[config.mk]
export PLATFORM = sky130hd
export DESIGN_NAME = hq2x_vga_out
export DESIGN_NICKNAME = d
export VERILOG_FILES = /design/src/rtl/hq2x_pkg.sv /design/src/rtl/vga_timing_gen.sv /design/src/rtl/hq2x_vga_out.sv
export SDC_FILE = /design/constraint.sdc
export NUM_CORES = 1
export LEC_CHECK = 0
export ABC_AREA = 1
export BUFFER_PORTS_ARGS = -buffer_cell sky130_fd_sc_hd__buf_2
export CAP_MARGIN = 20
export CORE_MARGIN = 1
export CORE_UTILIZATION = 58
export CTS_BUF_LIST = sky130_fd_sc_hd__clkbuf_4 sky130_fd_sc_hd__clkbuf_8
export DETAILED_ROUTE_END_ITERATION = 8
export GPL_TIMING_DRIVEN = 0
export PLACE_DENSITY = 0.95
export SLEW_MARGIN = 5
export SYNTH_ARGS = -nofsm -noshare
export SYNTH_HDL_FRONTEND = slang
export SYNTH_SLANG_ARGS = --single-unit
[constraint.sdc]
create_clock -name clk -period 2.5 [get_ports clk]
set_input_delay 0.5 -clock clk [delete_from_list [all_inputs] [get_ports clk]]
set_output_delay 0.5 -clock clk [all_outputs]
set_load 0.005 [all_outputs]
[src/rtl/hq2x_pkg.sv]
// Shared timing defaults, FSM states and pixel layout for the Hq2x VGA output stage.
package hq2x_pkg;

   localparam int H_ACTIVE_D = 512;
   localparam int H_FP_D     = 16;
   localparam int H_SYNC_D   = 64;
   localparam int H_BP_D     = 90;
   localparam int H_TOTAL_D  = H_ACTIVE_D + H_FP_D + H_SYNC_D + H_BP_D;

   localparam int V_ACTIVE_D = 480;
   localparam int V_FP_D     = 10;
   localparam int V_SYNC_D   = 2;
   localparam int V_BP_D     = 33;
   localparam int V_TOTAL_D  = V_ACTIVE_D + V_FP_D + V_SYNC_D + V_BP_D;

   localparam int CNT_W = 10;
   typedef logic [CNT_W-1:0] cnt_t;

   typedef enum logic {SEARCH = 1'b0, RUN = 1'b1} state_t;

   typedef struct packed {
      logic [4:0] b;
      logic [4:0] g;
      logic [4:0] r;
   } pixel_t;

endpackage

[src/rtl/vga_timing_gen.sv]
// Free-running raster counters plus raw (undelayed, active-high) de/hsync/vsync.
module vga_timing_gen
   import hq2x_pkg::*;
#(
   parameter int H_ACTIVE = H_ACTIVE_D,
   parameter int H_FP     = H_FP_D,
   parameter int H_SYNC   = H_SYNC_D,
   parameter int H_BP     = H_BP_D,
   parameter int V_ACTIVE = V_ACTIVE_D,
   parameter int V_FP     = V_FP_D,
   parameter int V_SYNC   = V_SYNC_D,
   parameter int V_BP     = V_BP_D
) (
   input  logic clk,
   input  logic reset,
   output cnt_t hcnt,
   output cnt_t vcnt,
   output cnt_t hcnt_nxt,
   output cnt_t vcnt_nxt,
   output logic raw_de,
   output logic raw_hs,
   output logic raw_vs
);

   localparam int   H_TOTAL = H_ACTIVE + H_FP + H_SYNC + H_BP;
   localparam int   V_TOTAL = V_ACTIVE + V_FP + V_SYNC + V_BP;
   localparam cnt_t H_LAST  = cnt_t'(H_TOTAL - 1);
   localparam cnt_t V_LAST  = cnt_t'(V_TOTAL - 1);
   localparam cnt_t H_ACT_C = cnt_t'(H_ACTIVE);
   localparam cnt_t V_ACT_C = cnt_t'(V_ACTIVE);
   localparam cnt_t HS_ON   = cnt_t'(H_ACTIVE + H_FP);
   localparam cnt_t HS_OFF  = cnt_t'(H_ACTIVE + H_FP + H_SYNC);
   localparam cnt_t VS_ON   = cnt_t'(V_ACTIVE + V_FP);
   localparam cnt_t VS_OFF  = cnt_t'(V_ACTIVE + V_FP + V_SYNC);

   // Next-count values are exported so the top can register decodes that line up with the counters.
   always_comb begin
      hcnt_nxt = hcnt + cnt_t'(1);
      vcnt_nxt = vcnt;
      if (hcnt == H_LAST) begin
         hcnt_nxt = '0;
         vcnt_nxt = (vcnt == V_LAST) ? '0 : vcnt + cnt_t'(1);
      end
      if (reset) begin
         hcnt_nxt = '0;
         vcnt_nxt = '0;
      end
   end

   always_ff @(posedge clk) begin
      if (reset) begin
         hcnt <= '0;
         vcnt <= '0;
      end else begin
         hcnt <= hcnt_nxt;
         vcnt <= vcnt_nxt;
      end
   end

   assign raw_de = (hcnt < H_ACT_C) && (vcnt < V_ACT_C);
   assign raw_hs = (hcnt >= HS_ON) && (hcnt < HS_OFF);
   assign raw_vs = (vcnt >= VS_ON) && (vcnt < VS_OFF);

endmodule

[src/rtl/hq2x_vga_out.sv]
// VGA output stage for Hq2x: lock FSM, scaler line/frame control and 2-clock alignment of video with timing.
module hq2x_vga_out
   import hq2x_pkg::*;
#(
   parameter int H_ACTIVE = H_ACTIVE_D,
   parameter int H_FP     = H_FP_D,
   parameter int H_SYNC   = H_SYNC_D,
   parameter int H_BP     = H_BP_D,
   parameter int V_ACTIVE = V_ACTIVE_D,
   parameter int V_FP     = V_FP_D,
   parameter int V_SYNC   = V_SYNC_D,
   parameter int V_BP     = V_BP_D,
   parameter bit SYNC_POL = 1'b0
) (
   input  logic        clk,
   input  logic        reset,
   input  logic        enable,
   input  logic [14:0] outpixel,
   input  logic        frame_available,
   output logic [9:0]  read_x,
   output logic        reset_line,
   output logic        reset_frame,
   output logic [4:0]  r,
   output logic [4:0]  g,
   output logic [4:0]  b,
   output logic        de,
   output logic        hsync,
   output logic        vsync,
   output logic        locked
);

   localparam int   H_TOTAL = H_ACTIVE + H_FP + H_SYNC + H_BP;
   localparam int   V_TOTAL = V_ACTIVE + V_FP + V_SYNC + V_BP;
   localparam cnt_t H_ACT_C = cnt_t'(H_ACTIVE);
   localparam cnt_t H_LAST  = cnt_t'(H_TOTAL - 1);
   localparam cnt_t V_LAST  = cnt_t'(V_TOTAL - 1);
   localparam cnt_t V_PRE   = cnt_t'(V_TOTAL - 4);

   cnt_t   hcnt, vcnt, hcnt_nxt, vcnt_nxt;
   logic   raw_de, raw_hs, raw_vs;
   state_t state, state_nxt;
   logic   armed, armed_nxt, seen, seen_nxt;
   logic   in_window, frame_end, run_nxt;
   logic   de_p1, de_p2, hs_p1, hs_p2, vs_p1, vs_p2;
   pixel_t px_p2;

   vga_timing_gen #(
      .H_ACTIVE(H_ACTIVE), .H_FP(H_FP), .H_SYNC(H_SYNC), .H_BP(H_BP),
      .V_ACTIVE(V_ACTIVE), .V_FP(V_FP), .V_SYNC(V_SYNC), .V_BP(V_BP)
   ) u_timing (
      .clk      (clk),
      .reset    (reset),
      .hcnt     (hcnt),
      .vcnt     (vcnt),
      .hcnt_nxt (hcnt_nxt),
      .vcnt_nxt (vcnt_nxt),
      .raw_de   (raw_de),
      .raw_hs   (raw_hs),
      .raw_vs   (raw_vs)
   );

   // Lock window spans the scaler's two prefill lines up to the first line of the frame.
   assign in_window = (vcnt >= V_PRE) || (vcnt == '0);
   assign frame_end = (hcnt == H_LAST) && (vcnt == V_LAST);
   assign run_nxt   = (state_nxt == RUN);

   always_ff @(posedge clk) begin
      if (reset) begin
         state <= SEARCH;
         armed <= 1'b0;
         seen  <= 1'b0;
      end else begin
         state <= state_nxt;
         armed <= armed_nxt;
         seen  <= seen_nxt;
      end
   end

   always_comb begin
      state_nxt = state;
      armed_nxt = armed;
      seen_nxt  = seen;
      if (!enable) begin
         state_nxt = SEARCH;
         armed_nxt = 1'b0;
         seen_nxt  = 1'b0;
      end else begin
         case (state)
            SEARCH: begin
               if (frame_available && in_window) armed_nxt = 1'b1;
               if (frame_end && armed_nxt) begin
                  state_nxt = RUN;
                  armed_nxt = 1'b0;
                  seen_nxt  = 1'b0;
               end
            end
            RUN: begin
               if (frame_available) seen_nxt = 1'b1;
               if (frame_end) begin
                  if (!seen_nxt) state_nxt = SEARCH;
                  seen_nxt = 1'b0;
               end
            end
            default: state_nxt = SEARCH;
         endcase
      end
   end

   // Stage p1: read address issued; stage p2: scaler pixel captured alongside delayed timing.
   always_ff @(posedge clk) begin
      if (reset) begin
         locked      <= 1'b0;
         read_x      <= '0;
         reset_line  <= 1'b0;
         reset_frame <= 1'b0;
         de_p1       <= 1'b0;
         de_p2       <= 1'b0;
         hs_p1       <= 1'b0;
         hs_p2       <= 1'b0;
         vs_p1       <= 1'b0;
         vs_p2       <= 1'b0;
         px_p2       <= '0;
      end else begin
         locked      <= run_nxt;
         read_x      <= {vcnt_nxt[0], hcnt_nxt[8:0]};
         reset_line  <= (hcnt_nxt == H_ACT_C) && vcnt_nxt[0];
         reset_frame <= (hcnt_nxt == '0) && (vcnt_nxt == V_PRE);
         de_p1       <= raw_de && run_nxt;
         de_p2       <= de_p1 && run_nxt;
         hs_p1       <= raw_hs;
         hs_p2       <= hs_p1;
         vs_p1       <= raw_vs;
         vs_p2       <= vs_p1;
         px_p2       <= (de_p1 && run_nxt) ? pixel_t'(outpixel) : '0;
      end
   end

   assign de    = de_p2;
   assign r     = px_p2.r;
   assign g     = px_p2.g;
   assign b     = px_p2.b;
   assign hsync = SYNC_POL ? hs_p2 : ~hs_p2;
   assign vsync = SYNC_POL ? vs_p2 : ~vs_p2;

endmodule
# == Word level (Yosys, flattened, before mapping) ==
# Index checks and enable logic that the tools add are counted.
# totals
regBits,56
word_cells,71
# op_classes
addsub,2
magnitude_cmp,7
eq_ne,5
n_mux,20
bitwise,5
reduce_logical,15
# op_table
cell,count
$mux W10,5
$eq A10 B10 Y1 const B,4
$add A10 B1 Y10 const B,2
$ge A10 B10 Y1 const B,2
$logic_not A10 Y1,2
$lt A10 B10 Y1 const B,2
$lt A10 B9 Y1 const B,2
$mux W1,13
$ge A10 B9 Y1 const B,1
$logic_and A1 B1 Y1,10
$not A1 Y1,5
$pmux W1 S2,2
$reduce_or A2 Y1,2
$ne A2 B2 Y1 const B,1
$logic_or A1 B1 Y1,1

# == Logic depth before layout (Yosys ltp) ==
# Gate-level depths: netlist (run 1).
# logic_depth
ltp_word,13
ltp_mapped,15
mapped_depth_nobuf,14

# == Cells and area by module ==
# Synthesis (run 1) repeated with hierarchy kept, for this count alone.
# hier_totals
cells_unflattened,377
area_unflattened_um2,2690.1
# modules_own_cells
module,n_inst,cells_per_inst,area_each_um2,seq_area_each_um2
hq2x_vga_out,1,176,1370.1,720.7
vga_timing_gen,1,201,1320.0,400.4

# == Worst setup path before layout (run 1) ==
# Ideal clock, no wire load.
# synth_path
path_kind,register -> register
from,register u_timing.vcnt[0]
to,register px_p2 (netlist bit b[0])
arrival_ps,1554
t_required_ps,2389
path_slack_ps,835
stages_incl_launch_ff,15
period_less_slack_ps,1665
cell_sequence,dfxtp_1 > inv_1 > ha_1 > nand3_1 > nor2_1 > nand2_1 > nor2_4 > nand3_1 > nand3_1 > inv_1 > nand2_2 > inv_2 > nand2_4 > buf_8 > nor2_2
# synth_between
elab_chain_len,13
elab_cells_between_ends,17
cone_classes,order compare: 1; eq/ne: 1; mux: 7; bitwise: 1; reduce/logical: 7
# synth_lines
item,line_no,text
start: declaration,vga_timing_gen.sv:17,"output cnt_t vcnt,"
start signal: assignment,vga_timing_gen.sv:56,vcnt <= vcnt_nxt;
$ge A10 B10 Y1 / $logic_not A10 Y1 (equally long branches),hq2x_vga_out.sv:63,assign in_window = (vcnt >= V_PRE) || (vcnt == '0);
$logic_or A1 B1 Y1,hq2x_vga_out.sv:63,
$logic_and A1 B1 Y1,hq2x_vga_out.sv:90,if (frame_available && in_window) armed_nxt = 1'b1;
$mux W1,hq2x_vga_out.sv:90,
$mux W1,hq2x_vga_out.sv:88,case (state)
$mux W1,hq2x_vga_out.sv:83,if (!enable) begin
$logic_and A1 B1 Y1,hq2x_vga_out.sv:91,if (frame_end && armed_nxt) begin
$mux W1,hq2x_vga_out.sv:91,
$pmux W1 S2 (*),hq2x_vga_out.sv:88,
$mux W1 (*),hq2x_vga_out.sv:83,
$logic_and A1 B1 Y1 (*),hq2x_vga_out.sv:134,px_p2 <= (de_p1 && run_nxt) ? pixel_t'(outpixel) : '0;
$not A1 Y1 (no source line) (*),n/a,
$reduce_or A2 Y1 (no source line) (*),n/a,
end signal: assignment,hq2x_vga_out.sv:134,
end: declaration,hq2x_vga_out.sv:45,pixel_t px_p2;
# Mark *: on every way between the ends. The rest lies on a longest branch, timed or not. The select of a mux whose other input is x is not followed.
# A chain may end at the register's enable or synchronous reset.

==> flow_summary_export.csv, run 1 <==
group,metric,value,unit
run_status,run_status,"finished, final reports clean",
synthesis,synthesis.area,2390,um^2
synthesis,synth_common_cells,"78 x nand2_1, 72 x inv_1, 46 x dfxtp_1, 46 x nor2_1, 31 x nand3_1",
global_route,grt_use_total,25.5,%
route,drcViolationCount,0,
die,row_count,22,
hold_path,hold_class,"input port to flop",
placement,placed_area,2690,um^2
sta,fin_tns_setup,0,ns
critical_path,path_cells,"ha_1 -> nand2_1 -> nor2_1 -> nand3_2 -> buf_6 -> nand3_2 -> nand3_1 -> nor2_1 -> nand3_1 -> nor3_2",
final_layout,fin_area,2790,um^2
sta,period_share,81.4,%
power_and_ir_drop,p_clk_share,37.6,%
synthesis,synth-xor-area-share,0.732,%
synthesis,synth-compound-area-share,3.29,%
die,dieHeight,66.2,um
synthesis,synthFlopType,"dfxtp_1",
sta,timing.fmax,492,MHz
sta,period_minus_slack,2.03,ns
power_and_ir_drop,combPwrFrac,5.5,%
route,wl_per_cell,11.7,um
synthesis,async_flop_share,0,%
critical_path,critPathLaunchType,"flop",
route,drtIter0Drc,200,
power_and_ir_drop,p_leak,1.57,nW
synthesis,synth-simple-area-share,36.3,%
synthesis,yosysTopAreaCell,"dfxtp_1",
cts,postCtsSetupBuffers,0,
synthesis,ys_seq_area_share,38.5,%
placement,port_buffers,48,
critical_path,critPathBufInv,1,
cts,post_cts_resized,0,
power_and_ir_drop,seqPwrFrac,56.8,%
final_layout,areaGrowthSynthToFinish,16.5,%
power_and_ir_drop,switchingPower,332,uW
critical_path,crit_family,"simple AND/OR/NAND/NOR gates",
synthesis,ys_types,27,
route,drt-vias-per-instance,5.16,
die,initial_core_util,63.0,%
synthesis,synth_fa_ha_area_share,3.66,%
cts,cts.sinks,46,
route,drtAntennaViolNets,0,
global_route,antenna_found_initial,0,
synthesis,synth_fp_nets,376,
final_layout,fillers,295,
cts,htree_levels,2,
route,routed-via-count,2341,
synthesis,yosysMostFrequentCell,"nand2_1",
route,drtPass1Iterations,7,
critical_path,critPathCaptureType,"flop",
synthesis,synthMuxAreaShare,0,%
critical_path,worstPathArrival,2.28,ns
synthesis,synth-edff-count,0,
job,drv_cap,0,
placement,dp_hpwl,3980,um
placement,pre_cts_ws,0.541,ns
critical_path,criticalPathCategory,"flop to flop",
route,wl,5320,um
die,dieArea,4390,um^2
final_layout,antenna_cells,0,
synthesis,synth_warnings,0,
power_and_ir_drop,power.density,470,nW/um^2
power_and_ir_drop,swShare,25.3,%
die,die_w,66.2,um
synthesis,synth_top_family_by_area,"simple AND/OR/NAND/NOR gates",
sta,holdWs,0.390,ns
synthesis,yosys.area.top_type_share,38.5,%
cts,cts_root_buf,"clkbuf_8",
placement,place_congestion,0.931,
sta,skew,0.00447,ns
sta,rsz0062_at_grt,"false",
critical_path,cpMaxStageDelayCell,"dfxtp_1",
final_layout,multiInputGateArea,1050,um^2
sta,fin_ws,0.466,ns
global_route,grt_pass1_wl,8580,um
sta,final_hold_viol_count,0,
synthesis,avgSynthCellArea,6.84,um^2
sta,worst_slew_pin_slew,0.316,ns
critical_path,required,2.74,ns
cts,clk_pin_slew,0.09,ns
final_layout,nNetsFinal,431,
power_and_ir_drop,vdd_drop_max,0.000428,V
critical_path,critPathMaxFanout,10,
final_layout,drive_above_1_share,23.9,%
sta,slew_headroom,78.9,%
synthesis,yosys-top-cells-area,"dfxtp_1 38%, nand2_1 12%, inv_1 11%",
cts,clockBufferDepth,2,
synthesis,synth-seq-cells,46,
die,coreArea,3800,um^2
die,ios,50,
power_and_ir_drop,p_int,978,uW
critical_path,critical_path.max_stage_delay,0.47,ns
global_route,grt_overflow_total,0,
cts,cts_tree,"built",
synthesis,synth_cells,350,
final_layout,regArea,921,um^2
global_route,grt_pass1_vias,2105,
sta,setup_viol,0,
global_route,grt_max_degree,18,
cts,cts_hold_buf,0,
cts,cts_buffers,5,
cts,worstSkewPairLatency,0.31,ns
sta,slew_viol_final,0,
## logic make-up (layout without fill, tap and decap cells)
kind of cell	count (synthesis)	count (layout)
AND/OR/NAND/NOR	189	189
buffers and inverters	92	148
flip-flops	46	46
AO/OA/AOI/OAI	14	14
adder cells (fa/ha/maj)	7	7
XOR/XNOR	2	2
## final timing paths
check                            startpoint     endpoint  cells past startpoint  slack [ns]
worst max register to register    read_x[0]  reset_frame                     10        0.47
worst min register to register        vs_p1        vs_p2                      2        0.40
worst min-delay path            outpixel[3]         r[3]                      3        0.39
worst max-delay path              read_x[0]  reset_frame                     10        0.47
## power groups by stage
stage	Clock (mW)	Combinational (mW)	Sequential [mW]
after floorplan	0	0.0458	0.759
after global placement	0	0.0692	0.761
after detailed placement	0	0.0723	0.761
after CTS	0.497	0.0728	0.744
after global routing	0.526	0.0803	0.746
final	0.493	0.0726	0.745
## metrics by stage
step / instances / power, mW / utilization [%]
after floorplan: 350 / 0.805 / -
after global placement: 446 / 0.830 / 70.9
after detailed placement: 446 / 0.834 / 70.9
after CTS: 454 / 1.31 / 73.4
after global routing: 454 / 1.35 / 73.4
final: 454 / 1.31 / 73.4
## tightest hold or removal path, stage by stage
cell and delay [ns]:
buf_2 0.10, inv_1 0.04, nor2_1 0.03
## routing by layer
layer  part of all wire [%]  GRT usage [%]
met5                      0              0
met4                    2.6           9.84
met3                    9.4           6.55
met2                     49           45.3
met1                     39           28.8
## layout by cell type, fill, tap and decap left out, drive strengths merged
master,Yosys,layout
o211ai,2,2
o21ai,9,9
nor3b,1,1
nor2,57,57
or3,1,1
nand2,81,81
clkbuf,0,5
nor3,3,3
xor2,2,2
ha,7,7
buf,17,65
nand3,36,36
nor4,1,1
dfxtp,46,46
nand4,9,9
a21oi,3,3
inv,75,78
## registers in the layout, summed over array words and instances (netlist names)
register	count
seen	1
locked	1
u_timing.hcnt	1
armed	1
u_timing.vcnt	10
reset_line	1
vs_p2	1
de	1
r	5
read_x	9
reset_frame	1
b	5
hs_p2	1
g	5
de_p1	1
vs_p1	1
hs_p1	1
## area by class of cell
class                      count  share of cell area, %
sequential                    46                   33.0
clock inverter                 3                  0.942
clock buffer                   5                   2.47
tap                           48                   2.15
timing repair buffer          48                   8.61
multi-input combinational    212                   37.8
inverter                      75                   10.1
buffer                        17                   4.93
Power figures use the tool's default switching activity.
==> run 2: changes to the inputs <==
- CORE_UTILIZATION: 58 -> 56
- PLACE_DENSITY: 0.95 -> 0.93
- clock period: 2.5 -> 2.1 ns (I/O delays scaled with it)
==> flow_summary_export.csv, run 2 (synthesized netlist as in run 1, its figures left out) <==
group,metric,value,unit
run_status,run_status,"finished, final reports clean",
power_and_ir_drop,p_leak,1.57,nW
final_layout,fillers,327,
sta,setup_viol,0,
route,wl,5420,um
route,drtIter0Drc,174,
power_and_ir_drop,p_int,1.16,mW
final_layout,largest_reg_flops,10,
critical_path,path_cells,"inv_1 -> ha_2 -> nand2_1 -> nor2_4 -> nand3_2 -> buf_6 -> nand3_2 -> nand3_1 -> nor2_1 -> nand3_1 -> nor3_2",
power_and_ir_drop,swShare,25.3,%
cts,postCtsSetupBuffers,0,
final_layout,fin_area,2820,um^2
critical_path,criticalPathCategory,"flop to flop",
route,drtAntennaViolNets,0,
cts,clk_pin_slew,0.10,ns
sta,holdWs,0.312,ns
sta,fin_ws,0.124,ns
cts,cts_tree,"built",
critical_path,critPathCaptureType,"flop",
die,ios,50,
power_and_ir_drop,switchingPower,392,uW
die,row_count,23,
placement,pre_cts_ws,0.0653,ns
placement,placed_area,2700,um^2
placement,port_buffers,48,
critical_path,critPathMaxFanout,10,
critical_path,cpMaxStageDelayCell,"dfxtp_1",
cts,cts_buffers,5,
die,coreArea,4060,um^2
route,drtPass1Iterations,6,
global_route,grt_max_degree,17,
critical_path,r2r_cells,11,
placement,dp_hpwl,4090,um
sta,worst_slew_pin_slew,0.303,ns
die,dieHeight,67.4,um
final_layout,drive_above_1_share,25.9,%
critical_path,crit_start,"read_x[1]",
critical_path,ff2ff_setup_slack,0.12,ns
global_route,grt_overflow_total,0,
sta,slew_viol_final,0,
power_and_ir_drop,power.density,551,nW/um^2
final_layout,top_register,"u_timing.vcnt",
cts,cts.sinks,46,
route,routed-via-count,2311,
cts,cts_root_buf,"clkbuf_8",
route,wl_per_cell,11.9,um
cts,htree_levels,2,
placement,place_congestion,0.935,
sta,period_share,94.1,%
hold_path,hold_class,"input port to flop",
route,drt-vias-per-instance,5.07,
final_layout,nNetsFinal,431,
final_layout,reg_top3,"u_timing.vcnt (10), read_x (9)",
power_and_ir_drop,p_clk_share,37.1,%
placement,dp_cells,448,
critical_path,reg2reg_from,"read_x[1]",
final_layout,antenna_cells,0,
global_route,antenna_found_initial,0,
sta,slew_headroom,79.8,%
die,initial_core_util,59.0,%
job,drv_cap,0,
die,dieArea,4540,um^2
power_and_ir_drop,vdd_drop_max,0.000539,V
power_and_ir_drop,combPwrFrac,5.7,%
sta,skew,0.00781,ns
global_route,grt_pass1_vias,2133,
critical_path,worst_r2r_endpoint,"reset_frame",
die,die_w,67.4,um
sta,final_hold_viol_count,0,
final_layout,layout_commonest_cell,"nand2_1",
sta,timing.fmax,506,MHz
final_layout,areaGrowthSynthToFinish,17.6,%
global_route,grt_pass1_wl,8890,um
cts,worstSkewPairLatency,0.31,ns
critical_path,critPathLaunchType,"flop",
critical_path,required,2.34,ns
critical_path,worstPathArrival,2.21,ns
final_layout,layout_common_cells,"77 x nand2_1, 71 x inv_1, 50 x buf_2, 44 x nor2_1, 44 x dfxtp_1",
power_and_ir_drop,finalPower,1.55,mW
cts,clockBufferDepth,2,
route,drcViolationCount,0,
final_layout,fin_cells,456,
critical_path,crit_end,"reset_frame",
critical_path,critical_path.max_stage_delay,0.35,ns
power_and_ir_drop,seqPwrFrac,57.1,%
global_route,grt_use_total,26.2,%
cts,cts_hold_buf,0,
sta,period_minus_slack,1.98,ns
run 2: per-stage QoR:
stage	setup TNS, ns	utilization (%)
floorplan	0	-
global placement	0	66.5
detailed placement	0	66.5
CTS	0	68.8
global route	-0.0328	69.4
finish	0	69.4
run 2: per-layer routing:
layer  vias to the layer above  global-route usage [%]  part of all wire, %
li1                       1157                       -                    -
met1                      1035                    31.2                   40
met2                       106                    43.5                   51
met3                        13                    7.94                  8.0
met4                         0                    10.9                  1.3
met5                         -                       0                    0
run 2: area by class of cell:
| class | count | area, um^2 | share of cell area (%) |
|---|---|---|---|
| buffer | 17 | 138 | 4.89 |
| clock buffer | 5 | 68.8 | 2.44 |
| clock inverter | 3 | 25.0 | 0.889 |
| inverter | 75 | 284 | 10.1 |
| multi-input combinational | 212 | 1070 | 38.1 |
| sequential | 46 | 923 | 32.8 |
| tap | 50 | 62.6 | 2.22 |
| timing repair buffer | 48 | 240 | 8.53 |
run 2: worst min-delay path by stage:
stage                            from  endpoint  slack (ns)  cells after the start
final                     outpixel[5]      g[0]        0.31                      3
after floorplan                 hs_p1     hs_p2        0.39                      2
after global routing      outpixel[2]      r[2]        0.31                      3
after global placement          vs_p1     vs_p2        0.39                      2
after detailed placement        vs_p1     vs_p2        0.40                      2
after CTS                 outpixel[5]      g[0]        0.31                      3
run 2: critical path, delay by kind of cell, from the launching register on:
family / cells / cell delay [ns]
simple gates: 8 / 1.05
flops: 1 / 0.35
buf+inv: 2 / 0.29
fa+ha+maj: 1 / 0.21
run 2: power groups by stage:
stage	clock network (mW)	registers (mW)	logic, mW
finish	0.576	0.886	0.0890
global route	0.611	0.887	0.0990
CTS	0.579	0.886	0.0874
detailed placement	0	0.906	0.0868
global placement	0	0.906	0.0829
floorplan	0	0.904	0.0545
run 2: timing repair:
| action | CTS | global route |
|---|---|---|
| endpoints found under the hold margin | 0 | 0 |
| endpoints found under the setup margin | 0 | 12 |
| resized for setup | 0 | 10 |
